## config.mk

```make
export PLATFORM = sky130hd
export DESIGN_NAME = mult_booth_seq
export DESIGN_NICKNAME = d
export VERILOG_FILES = /design/src/rtl/mult_pkg.sv /design/src/rtl/booth_radix4_encoder.sv /design/src/rtl/mult_booth_seq.sv
export SDC_FILE = /design/constraint.sdc
export NUM_CORES = 1
export LEC_CHECK = 0
export CORE_MARGIN = 3
export CORE_UTILIZATION = 40
export DETAILED_ROUTE_END_ITERATION = 12
export GPL_ROUTABILITY_DRIVEN = 0
export GPL_TIMING_DRIVEN = 0
export HOLD_SLACK_MARGIN = 0.12
export PLACE_DENSITY = 0.63
export SYNTH_ARGS = -nofsm -noshare
export SYNTH_HDL_FRONTEND = slang
export SYNTH_SLANG_ARGS = --single-unit
export TNS_END_PERCENT = 1
```

## constraint.sdc

```tcl
create_clock -name clock -period 15.7 [get_ports clock]
set_clock_uncertainty 0.05 [all_clocks]
set_input_delay 2.355 -clock clock [delete_from_list [all_inputs] [get_ports clock]]
set_output_delay 2.355 -clock clock [all_outputs]
set_load 0.03 [all_outputs]
```

## src/rtl/mult_pkg.sv

```systemverilog
// ---- mult_pkg: shared types and helpers for the radix-4 Booth multiplier (rev 1.0) ----
`default_nettype none

package mult_pkg;

  typedef enum logic [0:0] {
    IDLE = 1'b0,
    RUN  = 1'b1
  } state_t;

  typedef logic [2:0] digit_t;

  localparam digit_t ZERO = 3'd0;
  localparam digit_t POS1 = 3'd1;
  localparam digit_t POS2 = 3'd2;
  localparam digit_t NEG1 = 3'd3;
  localparam digit_t NEG2 = 3'd4;

  // Operands are extended by two bits, so WIDTH+2 multiplier bits give WIDTH/2+1 digits.
  function automatic int booth_iters(input int width);
    return width / 2 + 1;
  endfunction

endpackage

`default_nettype wire

```

## src/rtl/booth_radix4_encoder.sv

```systemverilog
// ---- booth_radix4_encoder: radix-4 Booth recode of one window into a partial product (rev 1.0) ----
`default_nettype none

module booth_radix4_encoder
  import mult_pkg::*;
#(
  parameter int WIDTH = 32
) (
  input  logic [2:0]       window,
  input  logic [WIDTH+1:0] mcand,
  output logic [WIDTH+2:0] pp
);

  digit_t           digit;
  logic [WIDTH+2:0] mult1;
  logic [WIDTH+2:0] mult2;

  assign mult1 = {mcand[WIDTH+1], mcand};
  assign mult2 = {mcand, 1'b0};

  always_comb begin
    digit = ZERO;
    case (window)
      3'b001, 3'b010: digit = POS1;
      3'b011:         digit = POS2;
      3'b100:         digit = NEG2;
      3'b101, 3'b110: digit = NEG1;
      default:        digit = ZERO;
    endcase
  end

  always_comb begin
    pp = '0;
    case (digit)
      POS1:    pp = mult1;
      POS2:    pp = mult2;
      NEG1:    pp = -mult1;
      NEG2:    pp = -mult2;
      default: pp = '0;
    endcase
  end

endmodule

`default_nettype wire

```

## src/rtl/mult_booth_seq.sv

```systemverilog
// ---- mult_booth_seq: iterative radix-4 Booth multiplier, one digit per clock (rev 1.0) ----
`default_nettype none

module mult_booth_seq
  import mult_pkg::*;
#(
  parameter int WIDTH = 32
) (
  input  logic             clock,
  input  logic             reset,
  input  logic             start,
  input  logic             is_signed,
  input  logic [WIDTH-1:0] a,
  input  logic [WIDTH-1:0] b,
  output logic [WIDTH-1:0] hi,
  output logic [WIDTH-1:0] lo,
  output logic             busy,
  output logic             done
);

  localparam int ITER  = booth_iters(WIDTH);
  localparam int CW    = $clog2(ITER + 1);
  localparam int AW    = 2 * WIDTH + 4;
  localparam int ALIGN = WIDTH + 2;
  localparam logic [CW-1:0] LAST = CW'(ITER - 1);

  state_t           state;
  state_t           state_next;
  logic             accept;
  logic             last;
  logic [CW-1:0]    count;
  logic [WIDTH+1:0] mcand;
  logic [WIDTH+2:0] mplier;
  logic [WIDTH+2:0] pp;
  logic [AW-1:0]    acc;
  logic [AW-1:0]    acc_sum;
  logic [AW-1:0]    acc_next;
  logic             ext_a;
  logic             ext_b;

  assign ext_a = is_signed & a[WIDTH-1];
  assign ext_b = is_signed & b[WIDTH-1];

  booth_radix4_encoder #(
    .WIDTH (WIDTH)
  ) u_encoder (
    .window (mplier[2:0]),
    .mcand  (mcand),
    .pp     (pp)
  );

  // Each digit enters at the top (weight 2^(WIDTH+2)) and the accumulator shifts right
  // by 2; after ITER steps the first digit has reached weight 1. Low bits shifted out are
  // always zero, and the running sum never exceeds the signed range of AW bits.
  assign acc_sum  = acc + AW'({pp, {ALIGN{1'b0}}});
  assign acc_next = {{2{acc_sum[AW-1]}}, acc_sum[AW-1:2]};

  always_ff @(posedge clock) begin
    if (reset) begin
      state <= IDLE;
    end else begin
      state <= state_next;
    end
  end

  always_comb begin
    state_next = state;
    accept     = 1'b0;
    last       = 1'b0;
    case (state)
      IDLE: begin
        if (start) begin
          accept     = 1'b1;
          state_next = RUN;
        end
      end
      RUN: begin
        if (count == LAST) begin
          last       = 1'b1;
          state_next = IDLE;
        end
      end
      default: state_next = IDLE;
    endcase
  end

  always_ff @(posedge clock) begin
    if (reset) begin
      count  <= '0;
      acc    <= '0;
      mcand  <= '0;
      mplier <= '0;
      hi     <= '0;
      lo     <= '0;
      busy   <= 1'b0;
      done   <= 1'b0;
    end else begin
      done <= last;
      busy <= (state_next == RUN);
      if (accept) begin
        mcand  <= {{2{ext_a}}, a};
        mplier <= {{2{ext_b}}, b, 1'b0};
        acc    <= '0;
        count  <= '0;
      end else if (state == RUN) begin
        acc    <= acc_next;
        mplier <= mplier >> 2;
        count  <= count + CW'(1);
        if (last) begin
          {hi, lo} <= acc_next[2*WIDTH-1:0];
        end
      end
    end
  end

endmodule

`default_nettype wire

```

# Word level (Yosys, flattened, before mapping)
# Index checks and enable logic that the tools add are counted.
[op_classes]
n_mux = 10
n_eq_ne = 11
n_reduce_logical = 5
n_div = 0
add_sub_neg = 4
multipliers = 0
bitwise_logic = 4
shift = 0
order_cmp = 0
[ops]
columns = ["cell", "n"]
rows = [
  ["34-bit case mux with 4 select lines", 1],
  ["35-bit two-way mux", 2],
  ["68-bit adder", 1],
  ["34-bit negator", 2],
  ["3-bit by 2-bit equality test with 1-bit output, second input constant", 4],
  ["3-bit equality test, second input constant", 4],
  ["3-bit case mux with 4 select lines", 1],
  ["3-bit by 1-bit equality test with 1-bit output, second input constant", 2],
  ["2-bit OR reduction", 3],
  ["5-bit by 1-bit adder with 5-bit output, second input constant", 1],
  ["5-bit equality test, second input constant", 1],
  ["1-bit two-way mux", 5],
  ["3-bit AND reduction", 1],
  ["1-bit bitwise AND", 2],
  ["1-bit inverter", 2],
  ["1-bit case mux with 2 select lines", 1],
  ["2-bit nonzero test", 1],
]
[word_totals]
mem_count = 0
out_inout_bits = 66
regBits = 205
elab_cells = 43
romBits = 0
input_bits = 68
mem_bits_rw = 0
latch_bits = 0

# Logic depth before layout (Yosys ltp)
# Gate-level depths: netlist (run 1).
[logic_depth]
ltp_word = 6
ltp_mapped = 21
mapped_depth_nobuf = 21

# Modules after synthesis
# From an unflattened synthesis (run 1), not the netlist that was laid out.
[unflattened]
hier_cells = 1456
hier_area_um2 = 11387.2
[modules_own_cells]
columns = ["mod", "cells_each", "area_per_inst_um2", "instances", "seq_area_each_um2"]
rows = [
  ["mult_booth_seq", 1134, 9357.7, 1, 4043.9],
  ["booth_radix4_encoder", 322, 2029.4, 1, 0.0],
]

# Least setup slack after synthesis (run 1)
# OpenSTA, ideal clock, no wires.
[synth_path]
path_type = "register to register"
start = "reg mcand[0]"
end = "reg acc[64]"
t_arrival_ns = 4.795
setup_time_ns = 0.133
path_stages_with_launch = 22
path_buffers = 0
required_ns = 15.517
slack_ns = 10.722
period_less_slack_ns = 4.978
path_cell_list = "dfxtp_1 -> inv_1 -> ha_1 -> or3b_2 -> nor2_1 -> nand2_1 -> or3_1 -> or4b_1 -> or3_1 -> o21ai_0 -> a22oi_1 -> o21ai_0 -> ha_1 -> a21o_1 -> a21o_1 -> a21oi_1 -> o21ai_0 -> o41a_1 -> o41ai_1 -> o21ai_0 -> xnor2_1 -> o22ai_1"
[synth_via]
elab_chain_cells = 3
word_cells_on_any_way = 4
classes_between = "3 x add/sub; 1 x mux"
[synth_lines]
columns = ["element", "line_no", "source"]
rows = [
  ["start, declared", "mult_booth_seq.sv:32", "logic [WIDTH+1:0] mcand;"],
  ["start signal, assigned", "mult_booth_seq.sv:101", "mcand <= {{2{ext_a}}, a};"],
  ["34-bit negator (on tied branches)", "booth_radix4_encoder.sv:37, booth_radix4_encoder.sv:38", ""],
  ["34-bit case mux with 4 select lines *", "booth_radix4_encoder.sv:34", "case (digit)"],
  ["68-bit adder *", "mult_booth_seq.sv:55", "assign acc_sum = acc + AW'({pp, {ALIGN{1'b0}}});"],
  ["end signal, assigned", "mult_booth_seq.sv:106", "acc <= acc_next;"],
  ["end, declared", "mult_booth_seq.sv:35", "logic [AW-1:0] acc;"],
]
# Every way passes the cells marked *; elsewhere a longest branch is shown, timed or not.
# A chain may end at the register's enable or synchronous reset.

# Final worst setup path (run 1)
[layout_path]
start = "reg mcand[0]"
end = "reg acc[62]"
# The elaborated chain is that of the path after synthesis.

==> flow_summary_export.csv, run 1 <==
group,metric,value,unit
flow_run,cap_violations,0,
clock_tree,root_buffer,"clkbuf_16",
worst_setup_path,r2r_slack,9660,ps
worst_setup_path,startpoint,"mcand[0]",
yosys,yosysUniqueCellTypes,61,
floorplan,start_util,0.4114,
route,drtIter0Drc,831,
route,drc,0,
yosys,synthCells,1394,
yosys,synth-xor-area-share,0.05331,
sta,tightest_slew,856.2,ps
clock_tree,cts.sinks,202,
worst_setup_path,startpoint_type,"register",
sta,fin_crit,6041,ps
power,irDropWorstVdd,89.45,uV
clock_tree,cts.path.max_buffers,3,
floorplan,fp.dieArea,29120,um^2
finish,diodes,0,
global_routing,grt_remaining_overflow,0,
floorplan,die_h,170.6,um
worst_setup_path,critPathMaxFanout,7,
sta,finalSetupViolCount,0,
worst_setup_path,worstPathRequired,16030,ps
yosys,synthAdderAreaFrac,0.04339,
sta,slew_viol_final,0,
min_path,hold_start,"hi[6]",
yosys,synth-seq-cells,202,
power,power_density,99.20,nW/um^2
route,vias_per_cell,5.483,
power,p_leak,5.072,nW
clock_tree,clk_pin_slew,60,ps
floorplan,io_pins,134,
yosys,yosys-mux-area-fraction,0.08147,
yosys,synth_compound_area_frac,0.1876,
clock_tree,cts_tree,"yes",
route,wl_per_cell,16.83,um
worst_setup_path,critical_path_class,"reg -> reg",
yosys,yosys_warnings,0,
worst_setup_path,worstRegToRegCells,21,
sta,final_hold_viol_count,0,
clock_tree,clk_latency,520,ps
worst_setup_path,endpoint,"acc[62]",
finish,fin_util,0.5100,
clock_tree,h-tree-depth,1,
min_path,hold_path.class,"reg -> reg",
global_routing,grt_pass1_wl,51.79,mm
global_routing,first_global_vias,9989,
yosys,synth.avg_cell_area,7.778,um^2
route,num_vias,10440,
worst_setup_path,end_kind,"register",
placed_design,dp_hpwl,23.66,mm
finish,syn_to_final_growth,23.96,%
yosys,seq_area_frac_synth,0.3730,
worst_setup_path,crit_arrival,6370,ps
global_routing,grt.total_usage,0.2166,
floorplan,rows,59,
sta,slew_headroom,0.4240,
clock_tree,cts_resized,0,
finish,drive_above_1_share,0.03571,
floorplan,core_area,26350,um^2
sta,fin_tns_setup,0,ps
worst_setup_path,r2r_start,"mcand[0]",
sta,rsz0062_at_grt,"false",
route,drt_first_pass_iters,6,
clock_tree,cts_made_buffers,23,
placed_design,port_buffers,132,
global_routing,grt_max_degree,14,
route,ant_nets,0,
yosys,synth_nets,1499,
run_status,status,"finished, final reports clean",
yosys,synth_top_family_by_area,"simple AND/OR/NAND/NOR gates",
finish,nets,1656,
worst_setup_path,rr_endpoint,"acc[62]",
yosys,synth_area,10840,um^2
sta,finalCritPeriodShare,0.3848,
yosys,synthArstFlopShare,0,
yosys,synth_simple_gate_area_frac,0.2210,
clock_tree,cts_setup_buffers,0,
yosys,synth_edf_count,0,
global_routing,antenna_found_initial,0,
floorplan,chipWidth,170.6,um
yosys,synthFlopType,"dfxtp_1",
route,totalWireLength,32.02,mm
clock_tree,cts_hold_buf,0,
sta,timing.fmax,0.1655,GHz
where the power goes:
group,leakage [nW],switching [W],internal (W)
Clock,0.423,0.000220,0.000380
Combinational,3.01,0.000119,0.0000778
Sequential,1.64,0.0000105,0.000526
cell usage after synthesis, types with 9 or more instances:
master	instances	area share
nand2_1	236	0.082
dfxtp_1	202	0.37
nor2_1	180	0.062
a21oi_1	159	0.073
mux2i_1	86	0.079
clkbuf_1	85	0.029
o21ai_0	68	0.031
xnor2_1	43	0.035
ha_1	36	0.042
a22oi_1	31	0.021
nand2b_1	23	0.013
xor2_1	23	0.019
o22ai_1	16	0.0092
nor3_1	15	0.0069
buf_1	14	0.0048
a21o_1	13	0.0090
nor2b_1	13	0.0075
inv_1	12	0.0042
nor4_1	11	0.0063
nand3b_1	10	0.0069
or3_1	10	0.0058
o21a_1	9	0.0062
cell families after synthesis:
kind of cell / Yosys count
simple gates: 542
buf+inv: 114
mux: 88
flops: 202
xor+xnor: 66
fa+ha+maj: 37
compound gates: 345
worst max-delay path, cell delays in order (launching register included):
cell	delay, ps
dfxtp_1	390
inv_1	110
ha_1	210
or3b_2	530
nor2_1	380
nand2_1	250
or3_1	500
or4b_1	600
or3_1	380
o21ai_0	170
a22oi_1	100
o21ai_0	160
ha_1	350
a21o_1	200
a21o_1	170
a21oi_1	160
o21ai_0	180
o41a_1	420
o41ai_1	110
xnor2_1	260
mux2i_1	190
nor2_1	50
state kept, by name, indices dropped and copies added, names as in the netlist:
| signal | cells |
|---|---|
| acc | 64 |
| busy | 1 |
| count | 5 |
| done | 1 |
| hi | 32 |
| lo | 32 |
| mcand | 33 |
| mplier | 34 |
stage by stage:
step | hold slack [ps] | worst slack, ps | power (W) | instances | instance area [um^2]
floorplan | 381.3 | 10720 | 0.0006781 | 1394 | 10840
global placement | 392.4 | 9835 | 0.0007390 | 1861 | 12580
detailed placement | 396.4 | 9785 | 0.0007415 | 1861 | 12580
CTS | 404.1 | 9732 | 0.001343 | 1903 | 13440
global route | 417.5 | 9283 | 0.001392 | 1903 | 13440
finish | 402.8 | 9659 | 0.001333 | 1903 | 13440
how the worst min path moves through the flow:
stage	end	slack, ps	cells after the start
2_1_floorplan	lo[0]	380	2
3_3_place_gp	hi[6]	390	2
3_5_place_dp	hi[6]	400	2
4_1_cts	hi[6]	400	2
5_1_grt	lo[20]	420	2
6_report	hi[6]	400	2
layout make-up:
type | instances | area (um^2)
Clock buffer | 30 | 661.9
Inverter | 13 | 48.80
Tap cell | 335 | 419.2
Timing Repair Buffer | 132 | 1321
Clock inverter | 12 | 195.2
Sequential cell | 202 | 4044
Buffer | 101 | 387.9
Multi-Input combinational cell | 1078 | 6362
Fill cell | 2593 | 12910
per-layer routing:
metal	share of wire	up-vias	wire length (um)	GRT usage
li1	-	5151	-	-
met2	0.46	349	14610	0.3537
met3	0.066	49	2118	0.03628
met4	0.027	0	872	0.06455
met5	0	-	0	0
met1	0.45	4886	14420	0.2948
layout by cell type (no fill, tap or decap), types with 31 or more instances in the layout:
master / count
clkdlybuf4s50_1: 132
nor2_1: 180
mux2i_1: 86
ha_1: 36
a21oi_1: 159
xnor2_1: 43
o21ai_0: 68
nand2_1: 236
clkbuf_1: 86
dfxtp_1: 202
a22oi_1: 31
No activity file was read; power rests on OpenSTA's default activity.
==> inputs of run 2 (changes only) <==
- PLACE_DENSITY: 0.63 -> 0.65
- clock period: 15.7 -> 5.16 ns (I/O delays scaled with it)
==> run 2 against run 1 <==
Highest routed layer unchanged. Final area grew 1.5%. Sequential power increased to 3.1 times the previous value. Die area did not move. Largest power group is now sequential cells. Fmax rose by 17%. Non-clock buffer count increased by 13.
==> flow_summary_export.csv, run 2 (synthesis results as in run 1) <==
group,metric,value,unit
run_status,status,"finished, final reports clean",
worst_setup_path,crit_arrival,5490,ps
floorplan,start_util,0.4114,
power,p_sw,0.001090,W
floorplan,rows,59,
sta,slew_headroom,0.4367,
clock_tree,h-tree-depth,1,
route,wl_per_cell,16.74,um
global_routing,antenna_found_initial,0,
global_routing,grt.total_usage,0.2120,
finish,layout_common_cells,"233 x nand2_1, 199 x dfxtp_1, 176 x nor2_1",
route,num_vias,10560,
floorplan,io_pins,134,
min_path,hold_start,"lo[15]",
worst_setup_path,worstPathRequired,5500,ps
global_routing,grt_max_degree,15,
worst_setup_path,startpoint,"mcand[12]",
power,intPower,0.002740,W
clock_tree,root_buffer,"clkbuf_16",
worst_setup_path,r2r_slack,10,ps
clock_tree,clk_pin_slew,70,ps
worst_setup_path,end_kind,"register",
power,swShare,0.2846,
sta,tightest_slew,838.4,ps
finish,diodes,0,
route,totalWireLength,32.06,mm
route,drc,0,
finish,syn_to_final_growth,25.87,%
finish,final_common_cell,"nand2_1",
route,ant_nets,0,
sta,fin_crit,5147,ps
finish,largest_reg_flops,64,
sta,rsz0062_at_grt,"true",
sta,slew_viol_final,0,
clock_tree,cts_made_buffers,23,
sta,final_hold_viol_count,0,
min_path,min_to,"lo[15]",
worst_setup_path,critPathMaxFanout,4,
global_routing,grt_remaining_overflow,0,
clock_tree,cts.sinks,202,
sta,finalSetupViolCount,0,
global_routing,grt_pass1_wl,51.18,mm
finish,fin_util,0.5179,
finish,fin_cells,1915,
finish,nets,1669,
flow_run,cap_violations,0,
floorplan,core_area,26350,um^2
sta,finalCritPeriodShare,0.9974,
worst_setup_path,rr_endpoint,"acc[62]",
finish,drive_above_1_share,0.07215,
finish,regMostFlops,"acc",
worst_setup_path,critical_path_class,"reg -> reg",
min_path,hold_depth,2,
floorplan,die_h,170.6,um
clock_tree,cts_tree,"yes",
worst_setup_path,r2r_start,"mcand[12]",
floorplan,chipWidth,170.6,um
placed_design,dp_hpwl,23.44,mm
placed_design,port_buffers,132,
power,comb_power_share,0.168,
route,drt_first_pass_iters,6,
floorplan,fp.dieArea,29120,um^2
power,clkPwrFrac,0.405,
clock_tree,cts.path.max_buffers,3,
worst_setup_path,startpoint_type,"register",
min_path,hold_path.class,"reg -> reg",
placed_design,place_inst,1861,
worst_setup_path,worstRegToRegCells,17,
power,pwr-share-seq,0.427,
power,irDropWorstVdd,202.0,uV
finish,reg_top3,"acc: 64 flops, mplier: 34 flops, mcand: 33 flops",
sta,timing.fmax,0.1943,GHz
power,p_leak,5.163,nW
route,vias_per_cell,5.512,
route,drtIter0Drc,713,
global_routing,first_global_vias,10070,
power,power_density,280.6,nW/um^2
power,fin_total_pwr,0.003830,W
clock_tree,clk_latency,520,ps
run 2: changes by cell type in the layout (fill, tap and decap cells not counted), sizes merged:
cell | before | now
clkinv | 5 | 4
buf | 16 | 30
bufinv | 5 | 0
clkinvlp | 1 | 5
run 2: metal layers:
metal	wire [um]	vias up	track usage
li1	-	5186	-
met1	14220	4962	0.2808
met2	14670	338	0.3523
met3	2068	70	0.03327
met4	1105	0	0.07302
met5	0	-	0
run 2: worst max path at each step:
stage                     endpoint  slack, ps  depth (start not counted)
final                      acc[62]         10                         17
after global routing       acc[65]       -150                         20
after CTS                  acc[64]          7                         21
after detailed placement   acc[62]       -730                         20
after global placement     acc[64]       -700                         20
after floorplan            acc[64]        180                         21
run 2: area by class of cell:
cell class	instances	area [um^2]
clock inverters	10	75.07
fillers	2560	12710
inverters	13	52.55
flip-flops and latches	202	4050
plain buffers	99	379.1
multi-input cells	1078	6599
clock buffers	31	635.6
well taps	335	419.2
repair buffers	147	1438
run 2: power by group through the flow:
| stage | Clock, W | Combinational [W] | Sequential [W] |
|---|---|---|---|
| after detailed placement | 0 | 0.000588 | 0.00167 |
| after floorplan | 0 | 0.000406 | 0.00166 |
| after global placement | 0 | 0.000580 | 0.00167 |
| after global routing | 0.00164 | 0.000705 | 0.00164 |
| after CTS | 0.00158 | 0.000604 | 0.00163 |
| final | 0.00155 | 0.000645 | 0.00164 |
run 2: metrics by stage:
step	setup TNS, ps	instance area (um^2)	setup WS (ps)	hold WS [ps]
after floorplan	0	10840	181.5	381.3
after global placement	-9474	12580	-701.1	393.6
after detailed placement	-9524	12580	-732.3	399.2
after CTS	0	13410	6.564	407.4
after global routing	-736.3	13650	-149.3	419.9
final	0	13650	13.46	402.8
run 2: timing repair:
item                       CTS  global route
pin swaps                    3            21
buffers inserted             2            13
gates resized for setup     26            43
hold buffers                 0             0
setup endpoints to repair   26            24
run 2: critical path: stages, from the launching register on:
cell      delay, ps
dfxtp_4         340
or4_4           540
or4_4           530
or3_4           390
or3_4           380
or3_4           410
and4bb_2        330
nand2b_4        130
xor2_1           60
o211ai_1        290
ha_2            370
buf_6           130
a21o_1          190
o41a_1          450
o41ai_4          90
xnor2_2         150
mux2i_1         160
nor2_1           50
==> inputs of run 3 (changes only) <==
- CAP_MARGIN: not set -> 20
==> results of run 3 <==
No change in the layout: final DEF, timing and power equal those of run 2.
==> patch (flow settings as in run 3) <==
`WIDTH` is set to 32 in 2 places; all go to 64.
--- a/src/rtl/booth_radix4_encoder.sv
+++ b/src/rtl/booth_radix4_encoder.sv
@@ -6,3 +6,3 @@
 #(
-  parameter int WIDTH = 32
+  parameter int WIDTH = 64
 ) (
--- a/src/rtl/mult_booth_seq.sv
+++ b/src/rtl/mult_booth_seq.sv
@@ -6,3 +6,3 @@
 #(
-  parameter int WIDTH = 32
+  parameter int WIDTH = 64
 ) (
Interface: changed (resized a, b, hi and lo); port bits go from 134 to 262. The function was not compared with the original's and may differ.
==> patch against run 3 <==
  * The run now ends with setup timing left
  * Power increased by 100%
  * Sequential cell count up 193
  * Design area increased by 110%
  * Setup slack got worse by 0.78 ns
  * First-iteration DRC count rose to 2.9 times the old value
  * Synthesized area grew 100%
  * Critical path depth up 5
  * Global-route usage grew 4.7 points
  * Routed wire length is 140% higher
  * Largest cell class unchanged
==> patch: results (changes against run 3) <==
* First-pass GRT wire length: 119 mm (+130%)
- Number of buffers added on ports: 260 (+97%)
- The detailed placement HPWL came to 58.8 mm (+150%).
* Hold Path Class: reg2reg
- The final net count was 3396 (+100%).
* Max IR drop VDD: 0.000214 V (+5.9%)
* Async set-reset flop share out of synthesis: 0% (unchanged)
- Slowest stage cell, crit path: sky130_fd_sc_hd__or4_4
* Level count of the clock H-tree: 2 (+1)
* Static leakage: 10.6 nW (+110%)
- Number of global-route vias before repair: 21621 (+110%)
- Global route overflow: 0 (unchanged)
- The fraction of met3 tracks used by global routing was 7.13% (+3.8 points).
* Violation count after the first detailed-routing iteration: 2079 (+190%)
- The number of search-and-repair iterations in the first detailed-routing pass is 7 (+1).
* Violations in the final reports: setup timing
* Maximum number of pins on one net before global-route repair: 13 (-2)
* GR Util All Layers: 25.9% (+4.7 points)
- Min setup slack post-route: -0.769 ns (-0.783 ns)
- Fill cell instance count of the final layout: 5142 (+100%)
- The maximum buffer depth of the clock tree came to 3 (unchanged).
* Yosys warning total: 0 (unchanged)
* Worst slack at placement: -1.30 ns (-0.568 ns)
- The stage delay of the slowest cell on the critical path is 0.56 ns (+0.02 ns).
- Root Driver: sky130_fd_sc_hd__clkbuf_16
- Registers with the most flip-flops: acc x128, mplier x66, mcand x65
- The total routed wirelength was 78.2 mm (+140%).
* Synthesized net count: 3070 (+100%)
- The average vias per placed instance came to 5.70 (+3.4%).
* Reg clk slew, reported paths: 0.06 ns
- Slew at the pin with the worst max-slew slack: 1.07 ns (+0.231 ns)
* Met1 capacity usage during global routing: 31.5% (+3.4 points)
- Final setup violation count: 60 (+60)
- Commonest cells in the netlist: 493 x sky130_fd_sc_hd__nand2_1, 395 x sky130_fd_sc_hd__dfxtp_1, 346 x sky130_fd_sc_hd__a21oi_1
* Category of cells accounting for the largest share of critical-path delay: simple AND/OR/NAND/NOR gates
* Count of hold buffers inserted by post-cts repair: 0 (unchanged)
- The layout cell share with drive strength beyond 1 is 9.14% (+1.9 points).
- The initial antenna violation count came to 2 (+2).
- The final total negative setup slack is -23.29 ns (-23.29 ns).
* Cell variety after synth: 81 (+33%)
* Highest net fanout along the worst path: 7 (+3)
- Met2 global-route usage: 42.2% (+7.0 points)
- For this run, the leading register cell type out of synthesis is sky130_fd_sc_hd__dfxtp_1.
* Number of buffers added by the clock tree synthesis step: 44 (+91%)
- Leading cell types by total area after synthesis: sky130_fd_sc_hd__dfxtp_1 36%, sky130_fd_sc_hd__mux2i_1 8.5%, sky130_fd_sc_hd__nand2_1 8.4%, sky130_fd_sc_hd__a21oi_1 7.8%, sky130_fd_sc_hd__nor2_1 5.5%
- Proportion of synthesized chip area in sequential cells: 35.7% (-1.6 points)
- The clock insertion delay at the later pin of the skew report is 0.58 ns (+0.06 ns).
* Run status: complete, but fails checks
- The signal arrival time at the worst endpoint is 6.40 ns (+0.91 ns).
## patch: cell count changes after synthesis, sizes merged, moves of 47 or more
cell,run 3,this run
nor2,180,327
o21ai,69,116
clkbuf,85,205
mux2i,86,187
dfxtp,202,395
nand2,236,494
a21oi,159,346
## patch: final timing paths
check / from / to / slack (ns) / cells past startpoint
max: mcand[8]$_SDFFE_PP0P_ / acc[129]$_SDFFE_PP0P_ / -0.77 / 22
min: lo[2]$_SDFFE_PP0P_ / lo[2]$_SDFFE_PP0P_ / 0.40 / 2
max reg2reg: mcand[8]$_SDFFE_PP0P_ / acc[129]$_SDFFE_PP0P_ / -0.77 / 22
min reg2reg: lo[2]$_SDFFE_PP0P_ / lo[2]$_SDFFE_PP0P_ / 0.40 / 2
## patch: layout make-up
type                            count  share of cell area (%)
Clock inverter                      8                   0.396
Tap cell                          696                    3.10
Sequential cell                   395                    28.1
Antenna cell                        2                  0.0178
Multi-Input combinational cell   2208                    49.8
Timing Repair Buffer              294                    10.2
Buffer                            226                    3.23
Clock buffer                       70                    4.77
Inverter                           26                   0.347
## patch: metal layers
layer	vias up	part of all wire, %
met5	-	0.017
met3	269	8.9
met1	10446	40
li1	10679	-
met4	2	5.6
met2	981	45
## patch: where the power goes
part | internal, mW | switching [mW] | total, mW
Clock | 1.84 | 1.29 | 3.13
Sequential | 3.13 | 0.0715 | 3.20
Combinational | 0.520 | 0.847 | 1.37
## patch: worst min-delay path, stage by stage (launching register included)
cell and delay (ns):
sky130_fd_sc_hd__dfxtp_1 0.30, sky130_fd_sc_hd__nand2_1 0.05, sky130_fd_sc_hd__a21oi_1 0.05
## patch: logic make-up (layout without fill, tap and decap cells)
logic type	count (synthesis)	in the layout	share of synthesized area, %
xor+xnor	142	142	5.62
buf+inv	266	624	4.60
mux	198	198	9.02
compound gates	719	719	19.5
other cells	0	2	0
fa+ha+maj	69	69	3.94
simple gates	1080	1080	21.6
flops	395	395	35.7
## patch: per-stage QoR
stage                     area, um^2  utilization, %  power (mW)  instances
after floorplan                22200               -        4.06       2869
after global placement         25700            47.4        4.47       3825
after detailed placement       25700            47.4        4.50       3826
after CTS                      27900            51.4        7.71       3925
after global routing           28100            51.8        8.01       3923
final                          28100            51.8        7.70       3925
## patch: what timing repair did
action / CTS / global route
pin swaps: 56 / 19
gates resized for setup: 134 / 53
setup buffers: 32 / 1
endpoints found under the setup margin: 82 / 85
cloned: 0 / 0
